$ cat src/rtl/systolic_feeder_if.sv
// systolic_feeder_if: operand-load, array-feed and tile-done signals of systolic_feeder
//   slave  : feeder side, drives wr_ready, array_clear, feed_valid, feed_data, busy, done
//   master : producer/consumer side, drives wr_valid, wr_data, done_ack
interface systolic_feeder_if #(
    parameter int DATA_SIZE = 8,
    parameter int DIM = 4
);
    logic wr_valid;
    logic wr_ready;
    logic [DIM*DATA_SIZE-1:0] wr_data;
    logic array_clear;
    logic feed_valid;
    logic [DIM*DATA_SIZE-1:0] feed_data;
    logic busy;
    logic done;
    logic done_ack;
    modport slave (
        input wr_valid, wr_data, done_ack,
        output wr_ready, array_clear, feed_valid, feed_data, busy, done
    );
    modport master (
        output wr_valid, wr_data, done_ack,
        input wr_ready, array_clear, feed_valid, feed_data, busy, done
    );
endinterface

$ cat src/rtl/systolic_feeder.sv
// systolic_feeder: buffers DEPTH operand vectors, then streams them diagonally skewed into a DIM-lane systolic array
//   clk   : rising-edge clock
//   reset : synchronous, active-low
//   bus   : systolic_feeder_if.slave (load handshake, array feed, done/done_ack)
module systolic_feeder #(
    parameter int DATA_SIZE = 8,
    parameter int DIM = 4,
    parameter int DEPTH = 4
) (
    input logic clk,
    input logic reset,
    systolic_feeder_if.slave bus
);
    localparam int CW = $clog2(DEPTH + 2 * DIM + 1);
    localparam int IW = DEPTH > 1 ? $clog2(DEPTH) : 1;
    localparam logic [CW-1:0] FILL_LAST = CW'(DEPTH - 1);
    localparam logic [CW-1:0] STREAM_LAST = CW'(DEPTH + DIM - 2);
    localparam logic [CW-1:0] FLUSH_LAST = CW'(DIM - 1);
    localparam logic [CW-1:0] DEPTH_C = CW'(DEPTH);
    typedef enum logic [2:0] {FILL, CLEAR, STREAM, FLUSH, DONE} state_t;
    state_t state, state_n;
    logic [CW-1:0] cnt, cnt_n;
    logic [DIM*DATA_SIZE-1:0] mem [DEPTH];
    logic [DIM*DATA_SIZE-1:0] feed_n;
    logic accept;
    assign accept = bus.wr_valid && bus.wr_ready;
    // cnt is the fill index in FILL, the step t in STREAM and the flush cycle in FLUSH
    always_comb begin
        state_n = state;
        cnt_n = cnt;
        case (state)
            FILL: if (accept) begin
                state_n = cnt == FILL_LAST ? CLEAR : FILL;
                cnt_n = cnt == FILL_LAST ? '0 : cnt + 1'b1;
            end
            CLEAR: begin
                state_n = STREAM;
                cnt_n = '0;
            end
            STREAM: begin
                state_n = cnt == STREAM_LAST ? FLUSH : STREAM;
                cnt_n = cnt == STREAM_LAST ? '0 : cnt + 1'b1;
            end
            FLUSH: begin
                state_n = cnt == FLUSH_LAST ? DONE : FLUSH;
                cnt_n = cnt == FLUSH_LAST ? '0 : cnt + 1'b1;
            end
            DONE: state_n = bus.done_ack ? FILL : DONE;
            default: begin
                state_n = FILL;
                cnt_n = '0;
            end
        endcase
    end
    // lane i shows buf[t-i][i]; the t >= i guard keeps a negative step from wrapping onto an entry
    for (genvar i = 0; i < DIM; i++) begin : g_lane
        localparam logic [CW-1:0] LANE = CW'(i);
        logic [CW-1:0] idx;
        assign idx = cnt_n - LANE;
        assign feed_n[i*DATA_SIZE +: DATA_SIZE] =
            state_n == STREAM && cnt_n >= LANE && idx < DEPTH_C ? mem[idx[IW-1:0]][i*DATA_SIZE +: DATA_SIZE] : '0;
    end
    always_ff @(posedge clk)
        if (accept) mem[cnt[IW-1:0]] <= bus.wr_data;
    // outputs are registered from the next state so each one lines up with its state cycle
    always_ff @(posedge clk) begin
        if (!reset) begin
            state <= FILL;
            cnt <= '0;
            bus.wr_ready <= 1'b1;
            bus.array_clear <= 1'b0;
            bus.feed_valid <= 1'b0;
            bus.feed_data <= '0;
            bus.busy <= 1'b0;
            bus.done <= 1'b0;
        end else begin
            state <= state_n;
            cnt <= cnt_n;
            bus.wr_ready <= state_n == FILL;
            bus.array_clear <= state_n == CLEAR;
            bus.feed_valid <= state_n == STREAM;
            bus.feed_data <= feed_n;
            bus.busy <= state_n != FILL;
            bus.done <= state_n == DONE;
        end
    end
endmodule

$ cat src/flat_wrapper.sv
// flat-port wrapper written by rule: the top's interface ports become plain ports
module systolic_feeder_flat 
#(
    parameter int DATA_SIZE = 8,
    parameter int DIM = 4,
    parameter int DEPTH = 4
)
  (clk, reset, bus_wr_valid, bus_wr_data, bus_done_ack, bus_wr_ready, bus_array_clear, bus_feed_valid, bus_feed_data, bus_busy, bus_done);
  systolic_feeder_if #(.DATA_SIZE(DATA_SIZE), .DIM(DIM)) bus_i ();
  input logic clk;
  input logic reset;
  input wire logic [$bits(bus_i.wr_valid)-1:0] bus_wr_valid;
  input wire logic [$bits(bus_i.wr_data)-1:0] bus_wr_data;
  input wire logic [$bits(bus_i.done_ack)-1:0] bus_done_ack;
  output wire logic [$bits(bus_i.wr_ready)-1:0] bus_wr_ready;
  output wire logic [$bits(bus_i.array_clear)-1:0] bus_array_clear;
  output wire logic [$bits(bus_i.feed_valid)-1:0] bus_feed_valid;
  output wire logic [$bits(bus_i.feed_data)-1:0] bus_feed_data;
  output wire logic [$bits(bus_i.busy)-1:0] bus_busy;
  output wire logic [$bits(bus_i.done)-1:0] bus_done;
  assign bus_i.wr_valid = bus_wr_valid;
  assign bus_i.wr_data = bus_wr_data;
  assign bus_i.done_ack = bus_done_ack;
  assign bus_wr_ready = bus_i.wr_ready;
  assign bus_array_clear = bus_i.array_clear;
  assign bus_feed_valid = bus_i.feed_valid;
  assign bus_feed_data = bus_i.feed_data;
  assign bus_busy = bus_i.busy;
  assign bus_done = bus_i.done;
  systolic_feeder #(.DATA_SIZE(DATA_SIZE), .DIM(DIM), .DEPTH(DEPTH)) u_core (.clk(clk), .reset(reset), .bus(bus_i));
endmodule
$ cat config.mk
export PLATFORM = sky130hd
export DESIGN_NAME = systolic_feeder_flat
export DESIGN_NICKNAME = d
export VERILOG_FILES = /design/src/rtl/systolic_feeder_if.sv /design/src/rtl/systolic_feeder.sv /design/src/flat_wrapper.sv
export SDC_FILE = /design/constraint.sdc
export NUM_CORES = 1
export LEC_CHECK = 0
export BUFFER_PORTS_ARGS = -buffer_cell sky130_fd_sc_hd__buf_2
export CAP_MARGIN = 20
export CORE_MARGIN = 2
export CORE_UTILIZATION = 55
export DETAILED_ROUTE_END_ITERATION = 8
export PLACE_DENSITY = 0.79
export SKIP_CTS_REPAIR_TIMING = 1
export SLEW_MARGIN = 10
export SYNTH_ARGS = -nofsm -noshare
export SYNTH_HDL_FRONTEND = slang
export SYNTH_SLANG_ARGS = --single-unit
$ cat constraint.sdc
create_clock -name clk -period 9.5 [get_ports clk]
set_clock_uncertainty 0.1 [all_clocks]
set_input_delay 1.9 -clock clk [delete_from_list [all_inputs] [get_ports clk]]
set_output_delay 1.9 -clock clk [all_outputs]
set_load 0.05 [all_outputs]
==> metrics.md, run 1 <==
| Metric | Value |
|---|---|
| Routed length on met2 | `approximately 6000 um` |
| Root buffer cell | `sky130_fd_sc_hd__clkbuf_16` |
| Mapped Cells | `between 300 and 400` |
| Data arrival time of the critical path | `a little under 5 ns` |
| Number of flip-flops and latches in the synthesized netlist | `172` |
| Die Wd | `between 100 and 150 um` |
| TritonRoute pass-1 iters | `6` |
| Number of distinct library cells after synthesis | `between 50 and 60` |
| # Max-Cap Violations | `0` |
| Maximum number of pins on one net before global-route repair | `33` |
| Slew @ Worst Pin | `a little under 1 ns` |
| HPWL after detailed placement | `about 7000 um` |
| Main synth FF type | `sky130_fd_sc_hd__edfxtp_1` |
| Number of placed cells counting well taps | `between 500 and 600` |
| Summed instance area of the synthesized netlist | `around 6500 um^2` |
| Standby leakage power | `2.771 nW` |
| Sequential element share of the synthesized area | `a little over 70%` |
| Syn_nets | `just under 400` |
| Final worst setup slack | `a little under 5 ns` |
| Number of pins exceeding their max-slew limit in the final report | `0` |
| Deepest clock path buffer count | `2` |
| Top sig layer | `met4` |
| Highest fanout seen on the critical path | `21` |
| Total power of the final layout | `around 1.8 mW` |
| Number of H-tree levels | `4` |
| Total global routing overflow | `0` |
| Top Ports | `73` |
| Crit share post-route | `48.79%` |
| Worst-case hold slack | `around 0.57 ns` |
| IO Port Bufs | `72` |
| Violations in the final reports | `DRC` |
| Total negative slack | `0 ns` |
| Area growth from synthesis to final layout | `16.49%` |
| Reg clk slew, reported paths | `around 0.060 ns` |
| Top cells by area, synth | `sky130_fd_sc_hd__edfxtp_1 (59%), sky130_fd_sc_hd__dfxtp_1 (13%), sky130_fd_sc_hd__mux4_2 (8.6%), sky130_fd_sc_hd__mux4_1 (2.8%), sky130_fd_sc_hd__nor3b_1 (2.0%)` |
| CP required | `roughly 9.7 ns` |
| Sum of routed wire segments on met1 | `roughly 4800 um` |
| Fraction of layout instances using a drive strength above 1 | `between 30% and 40%` |
| Per-instance average area after synthesis | `approximately 18 um^2` |
| Result of the run | `finished with violations` |
| Average wire per cell in the routed design | `about 20 um` |
| Routed WL | `11750 um` |
| Wire length of the first global-routing pass | `roughly 18000 um` |
| PwrDens | `between 200 and 250 nW/um^2` |
| Placement Rows | `39` |
| Drc violations | `2` |
| Time the final worst path needs with I/O delays and setup | `around 4.6 ns` |
| Number of antenna cells inserted | `0` |
| Nets | `roughly 480` |
| Core area | `~12000 um^2` |
| Final GP Congestion | `between 0.9 and 1` |
| Setup violations, final | `0` |
| Initial standard-cell utilization of the core | `between 50% and 60%` |
| Vias after detailed routing | `approximately 3500` |
| Yosys Warn Count | `0` |
| Dominant cell type by area after synthesis | `sky130_fd_sc_hd__edfxtp_1` |
| Total CTS buffers | `17` |
| Number of global-route vias before repair | `3695` |
| CP Buf/Inv Count | `1` |
| Commonest cells after routing, fill and taps aside | `sky130_fd_sc_hd__edfxtp_1 (128), sky130_fd_sc_hd__buf_2 (72), sky130_fd_sc_hd__dfxtp_1 (44)` |
| Final Instance Count excl. Fillers | `590` |
| Slowest-stage cell, CP | `sky130_fd_sc_hd__a21o_1` |
| Count of flip-flops with a built-in enable after synthesis | `between 100 and 150` |
| Die boundary height | `between 100 and 150 um` |
| Per-cell via count in the routed design | `~6` |
| Pre-CTS WS | `roughly 4.4 ns` |
| Worst vdd ir | `around 180 uV` |
| Crit end category | `register` |
| Worst-case register-to-register setup slack | `approximately 5.7 ns` |
| Hold Crit Class | `reg2reg` |
| Clock tree from TritonCTS | `done` |
| Family of cells with the greatest summed delay on the critical path | `compound AO/OA/AOI/OAI gates` |
| Cell Chain, Critical Path | `buf_2 > nand2_1 > a2111oi_4 > a21o_1 > ha_1 > mux4_2 > nor3b_1` |
| Share of async-settable or async-resettable flops after synthesis | `0%` |
| Max transition margin | `approximately a third` |
| Top achievable clock speed | `about 220 MHz` |
| Largest stage delay, worst path | `roughly 0.83 ns` |
| Final ANT Viol Nets | `0` |
| Type of the worst setup path | `in2reg` |
| Startpoint class of the critical path | `input pin` |
| Count of final hold-check violations | `0` |
| Setup repair after global routing missed its margin | `no` |
| Routed length on met3 | `788 um` |
| Die area | `approximately 13000 um^2` |
| Total clock sinks | `between 150 and 200` |
| GRT Util Overall | `between 10% and 20%` |
| Starting DRC count in detailed routing | `about 250` |
| Number of antenna violations at the first check in global routing | `0` |
| Share of the synthesized area in the top cell type | `between 50% and 60%` |
| Most common cell after layout, fill and taps aside | `sky130_fd_sc_hd__edfxtp_1` |
| Clock insertion delay at the later pin of the skew report | `0.43 ns` |
==> where the power goes <==
part           internal, mW  switching (mW)
Clock                 0.460           0.261
Sequential            0.843         0.00896
Combinational        0.0846           0.100
Total                  1.39           0.371
==> sequential cells by signal, summed over array words and instances (netlist names) <==
signal	count
u_core.bus.array_clear	1
u_core.bus.busy	1
u_core.bus.done	1
u_core.bus.feed_data	32
u_core.bus.feed_valid	1
u_core.bus.wr_ready	1
u_core.cnt	4
u_core.mem	128
u_core.state	3
==> worst paths after layout <==
| path | start | end | cells past startpoint |
|---|---|---|---|
| max | bus_wr_valid | u_core.bus.feed_data[11] | 7 |
| min | u_core.mem[1][7] | u_core.bus.feed_data[7] | 2 |
| max reg2reg | u_core.cnt[0] | u_core.bus.feed_data[11] | 7 |
| min reg2reg | u_core.mem[1][7] | u_core.bus.feed_data[7] | 2 |
==> through the flow <==
| step | cell area (um^2) | util [%] |
|---|---|---|
| 5_1_grt | 7602 | 66.01 |
| 3_3_place_gp | 6980 | 60.61 |
| 4_1_cts | 7602 | 66.01 |
| 2_1_floorplan | 6526 | - |
| 6_report | 7602 | 66.01 |
| 3_5_place_dp | 6980 | 60.61 |
==> cell families (layout without fill, tap and decap cells) <==
group	count (synthesis)	in the layout	synth area share (%)
and+or+nand+nor	75	75	6.979
adders and majority gates	9	9	1.725
DFF	172	172	72.39
AOI/OAI and AO/OA	37	37	4.505
buffers and inverters	25	119	2.511
muxes	33	33	11.62
xor gates and xnor gates	2	2	0.2685
==> worst reg2reg max path, cell delays in order (launching register included) <==
cell and delay [ns]:
sky130_fd_sc_hd__dfxtp_1 0.39, sky130_fd_sc_hd__ha_1 0.30, sky130_fd_sc_hd__nor3b_2 0.20, sky130_fd_sc_hd__a2111oi_4 0.41, sky130_fd_sc_hd__a21o_1 0.83, sky130_fd_sc_hd__ha_1 0.79, sky130_fd_sc_hd__mux4_2 0.43, sky130_fd_sc_hd__nor3b_1 0.16
==> cell usage after synthesis, types with 3 or more instances <==
library cell and n:
sky130_fd_sc_hd__buf_2 3, sky130_fd_sc_hd__dfxtp_1 44, sky130_fd_sc_hd__nor2_1 5, sky130_fd_sc_hd__ha_1 9, sky130_fd_sc_hd__or3_1 3, sky130_fd_sc_hd__clkbuf_1 3
sky130_fd_sc_hd__inv_1 10, sky130_fd_sc_hd__mux4_2 25, sky130_fd_sc_hd__and3_1 7, sky130_fd_sc_hd__a21oi_1 11, sky130_fd_sc_hd__edfxtp_1 128, sky130_fd_sc_hd__and2_1 13
sky130_fd_sc_hd__mux4_1 7, sky130_fd_sc_hd__buf_6 3, sky130_fd_sc_hd__nor3b_1 17, sky130_fd_sc_hd__o21ai_0 5, sky130_fd_sc_hd__nand2_1 15, sky130_fd_sc_hd__o221ai_1 3
==> layer usage <==
metal | track usage (%) | up-vias
li1 | - | 1561
met1 | 24.02 | 1757
met2 | 32.25 | 122
met3 | 6.588 | 16
met4 | 9.268 | 0
met5 | 0 | -
==> layout make-up <==
type / count / area (um^2)
clock inverter: 7 / 136.4
timing repair buffer: 75 / 382.9
sequential: 172 / 4725
tap: 143 / 178.9
multi-input combinational: 156 / 1642
inverter: 12 / 52.55
fill: 790 / 3914
clock buffer: 25 / 485.5
No activity file was read; power rests on OpenSTA's default activity.
==> run 2: changes to the inputs <==
- clock period: 9.5 -> 4.27 ns (I/O delays scaled with it)
==> run 2 against run 1 <==
The run still ends with DRC left. Cell count increased by 0.17%. First-iteration DRC count down 35%. Non-clock buffer count grew 2. Critical path type is now reg2reg. Critical endpoint is now u_core.bus.feed_data[15]. Largest cell class unchanged. Largest power group unchanged. Highest routed layer unchanged.
==> metrics.md, run 2 (synthesized netlist as in run 1, its figures left out) <==
| Metric | Value |
|---|---|
| Slew @ Worst Pin | `between 0.9 and 1 ns` |
| Count of final hold-check violations | `0` |
| Sequential cell area in the final layout | `4725 um^2` |
| Clock tree from TritonCTS | `done` |
| CP required | `~4.4 ns` |
| Highest fanout seen on the critical path | `16` |
| Nets | `between 400 and 500` |
| Time the final worst path needs with I/O delays and setup | `about 3.3 ns` |
| Result of the run | `finished with violations` |
| Final Instance Count excl. Fillers | `roughly 590` |
| Wire length of the first global-routing pass | `~19000 um` |
| Die area | `between 10000 and 15000 um^2` |
| Initial standard-cell utilization of the core | `a little under three fifths` |
| TritonRoute pass-1 iters | `6` |
| Largest stage delay, worst path | `about 0.83 ns` |
| Vias after detailed routing | `approximately 3400` |
| Number of pins exceeding their max-slew limit in the final report | `0` |
| Family of cells with the greatest summed delay on the critical path | `adder cells` |
| Top cell by count, worst path | `sky130_fd_sc_hd__ha_1` |
| Root buffer cell | `sky130_fd_sc_hd__clkbuf_16` |
| Commonest cells after routing, fill and taps aside | `sky130_fd_sc_hd__edfxtp_1 (128), sky130_fd_sc_hd__buf_2 (72), sky130_fd_sc_hd__dfxtp_1 (44)` |
| Average wire per cell in the routed design | `roughly 19 um` |
| Crit share post-route | `77.07%` |
| Number of placed cells counting well taps | `560` |
| Die Wd | `112.9 um` |
| Per-cell via count in the routed design | `5.685` |
| # Max-Cap Violations | `0` |
| Top achievable clock speed | `between 300 and 400 MHz` |
| Fraction of layout instances using a drive strength above 1 | `slightly above 30%` |
| Maximum number of pins on one net before global-route repair | `33` |
| Number of global-route vias before repair | `~3600` |
| Slowest-stage cell, CP | `sky130_fd_sc_hd__ha_1` |
| Number of antenna cells inserted | `0` |
| Final ANT Viol Nets | `0` |
| Combined area of the multi-input logic cells | `about 1600 um^2` |
| Total global routing overflow | `0` |
| Number of antenna violations at the first check in global routing | `0` |
| Top Ports | `73` |
| Standby leakage power | `2.737 nW` |
| Most common cell after layout, fill and taps aside | `sky130_fd_sc_hd__edfxtp_1` |
| Crit end category | `register` |
| Area growth from synthesis to final layout | `15.15%` |
| Startpoint class of the critical path | `register` |
| Max transition margin | `between 30% and 40%` |
| Worst vdd ir | `between 300 and 400 uV` |
| Drc violations | `2` |
| Starting DRC count in detailed routing | `roughly 160` |
| Number of flip-flops under the largest register name | `about 130` |
| Total CTS buffers | `17` |
| Setup repair after global routing missed its margin | `no` |
| Number of H-tree levels | `4` |
| Violations in the final reports | `DRC` |
| Core area | `11520 um^2` |
| Type of the worst setup path | `reg2reg` |
| IO Port Bufs | `~70` |
| Hold Crit Class | `in2reg` |
| Placement Rows | `39` |
| GRT Util Overall | `approximately a fifth` |
| Total clock sinks | `172` |
| Setup violations, final | `0` |
| HPWL after detailed placement | `around 7000 um` |
| Die boundary height | `112.9 um` |
| Clock insertion delay at the later pin of the skew report | `0.42 ns` |
| Reg clk slew, reported paths | `~0.060 ns` |
| CP Buf/Inv Count | `0` |
| Layout Utilization | `between 60% and 70%` |
| Deepest clock path buffer count | `2` |
| Fillers | `roughly 800` |
| Total negative slack | `0 ns` |
| Routed WL | `approximately 11000 um` |
| Cell Chain, Critical Path | `ha_1 > nor3b_2 > a2111oi_4 > o311a_1 > ha_1 > mux4_2 > nor3b_1` |
| Data arrival time of the critical path | `~3.5 ns` |
| Final GP Congestion | `0.8862` |
| PwrDens | `~490 nW/um^2` |
## run 2: cell types whose count changed in the layout (fill, tap and decap cells not counted), sizes merged
cell / before / now
buf: 75 / 77
bufinv: 4 / 1
clkbuf: 25 / 22
clkinv: 2 / 7
## run 2: cell type report
| cell class | instances | share of cell area, % |
|---|---|---|
| Multi-Input combinational cell | 156 | 21.84 |
| Timing Repair Buffer | 77 | 5.295 |
| Tap cell | 143 | 2.381 |
| Sequential cell | 172 | 62.87 |
| Clock inverter | 9 | 0.9990 |
| Clock buffer | 22 | 5.911 |
| Inverter | 12 | 0.6993 |
## run 2: metal layers
metal / vias to the layer above / wire length, um / GRT usage, %
met5: - / 0 / 0
met4: 0 / 211 / 8.537
met3: 16 / 714 / 5.785
li1: 1568 / - / -
met1: 1672 / 4783 / 24.98
met2: 104 / 5736 / 32.49
## run 2: report_power, final
part | leakage [nW] | total, mW | internal (mW) | switching (mW)
registers | 1.53 | 1.89 | 1.88 | 0.0193
clock network | 0.255 | 1.37 | 0.790 | 0.579
logic | 0.952 | 0.411 | 0.191 | 0.221
total | 2.74 | 3.67 | 2.86 | 0.819
## run 2: final timing paths
| kind | from | slack [ns] | endpoint | cells after the start |
|---|---|---|---|---|
| worst max register to register | u_core.cnt[0] | 0.98 | u_core.bus.feed_data[15] | 7 |
| worst min register to register | u_core.mem[2][7] | 0.57 | u_core.bus.feed_data[7] | 2 |
| worst min-delay path | bus_wr_data[7] | 0.54 | u_core.mem[3][7] | 1 |
| worst max-delay path | u_core.cnt[0] | 0.98 | u_core.bus.feed_data[15] | 7 |
## run 2: per-stage QoR
step           cell area (um^2)  power [mW]  setup slack (ns)  hold WS [ns]
4_1_cts                    7515       3.702            0.9667        0.5304
6_report                   7515       3.675            0.9790        0.5408
3_5_place_dp               6995       2.349            0.7458        0.5541
3_3_place_gp               6995       2.332            0.8219        0.5471
5_1_grt                    7515       3.803            0.7681        0.5314
2_1_floorplan              6526       2.254            0.8262        0.5355
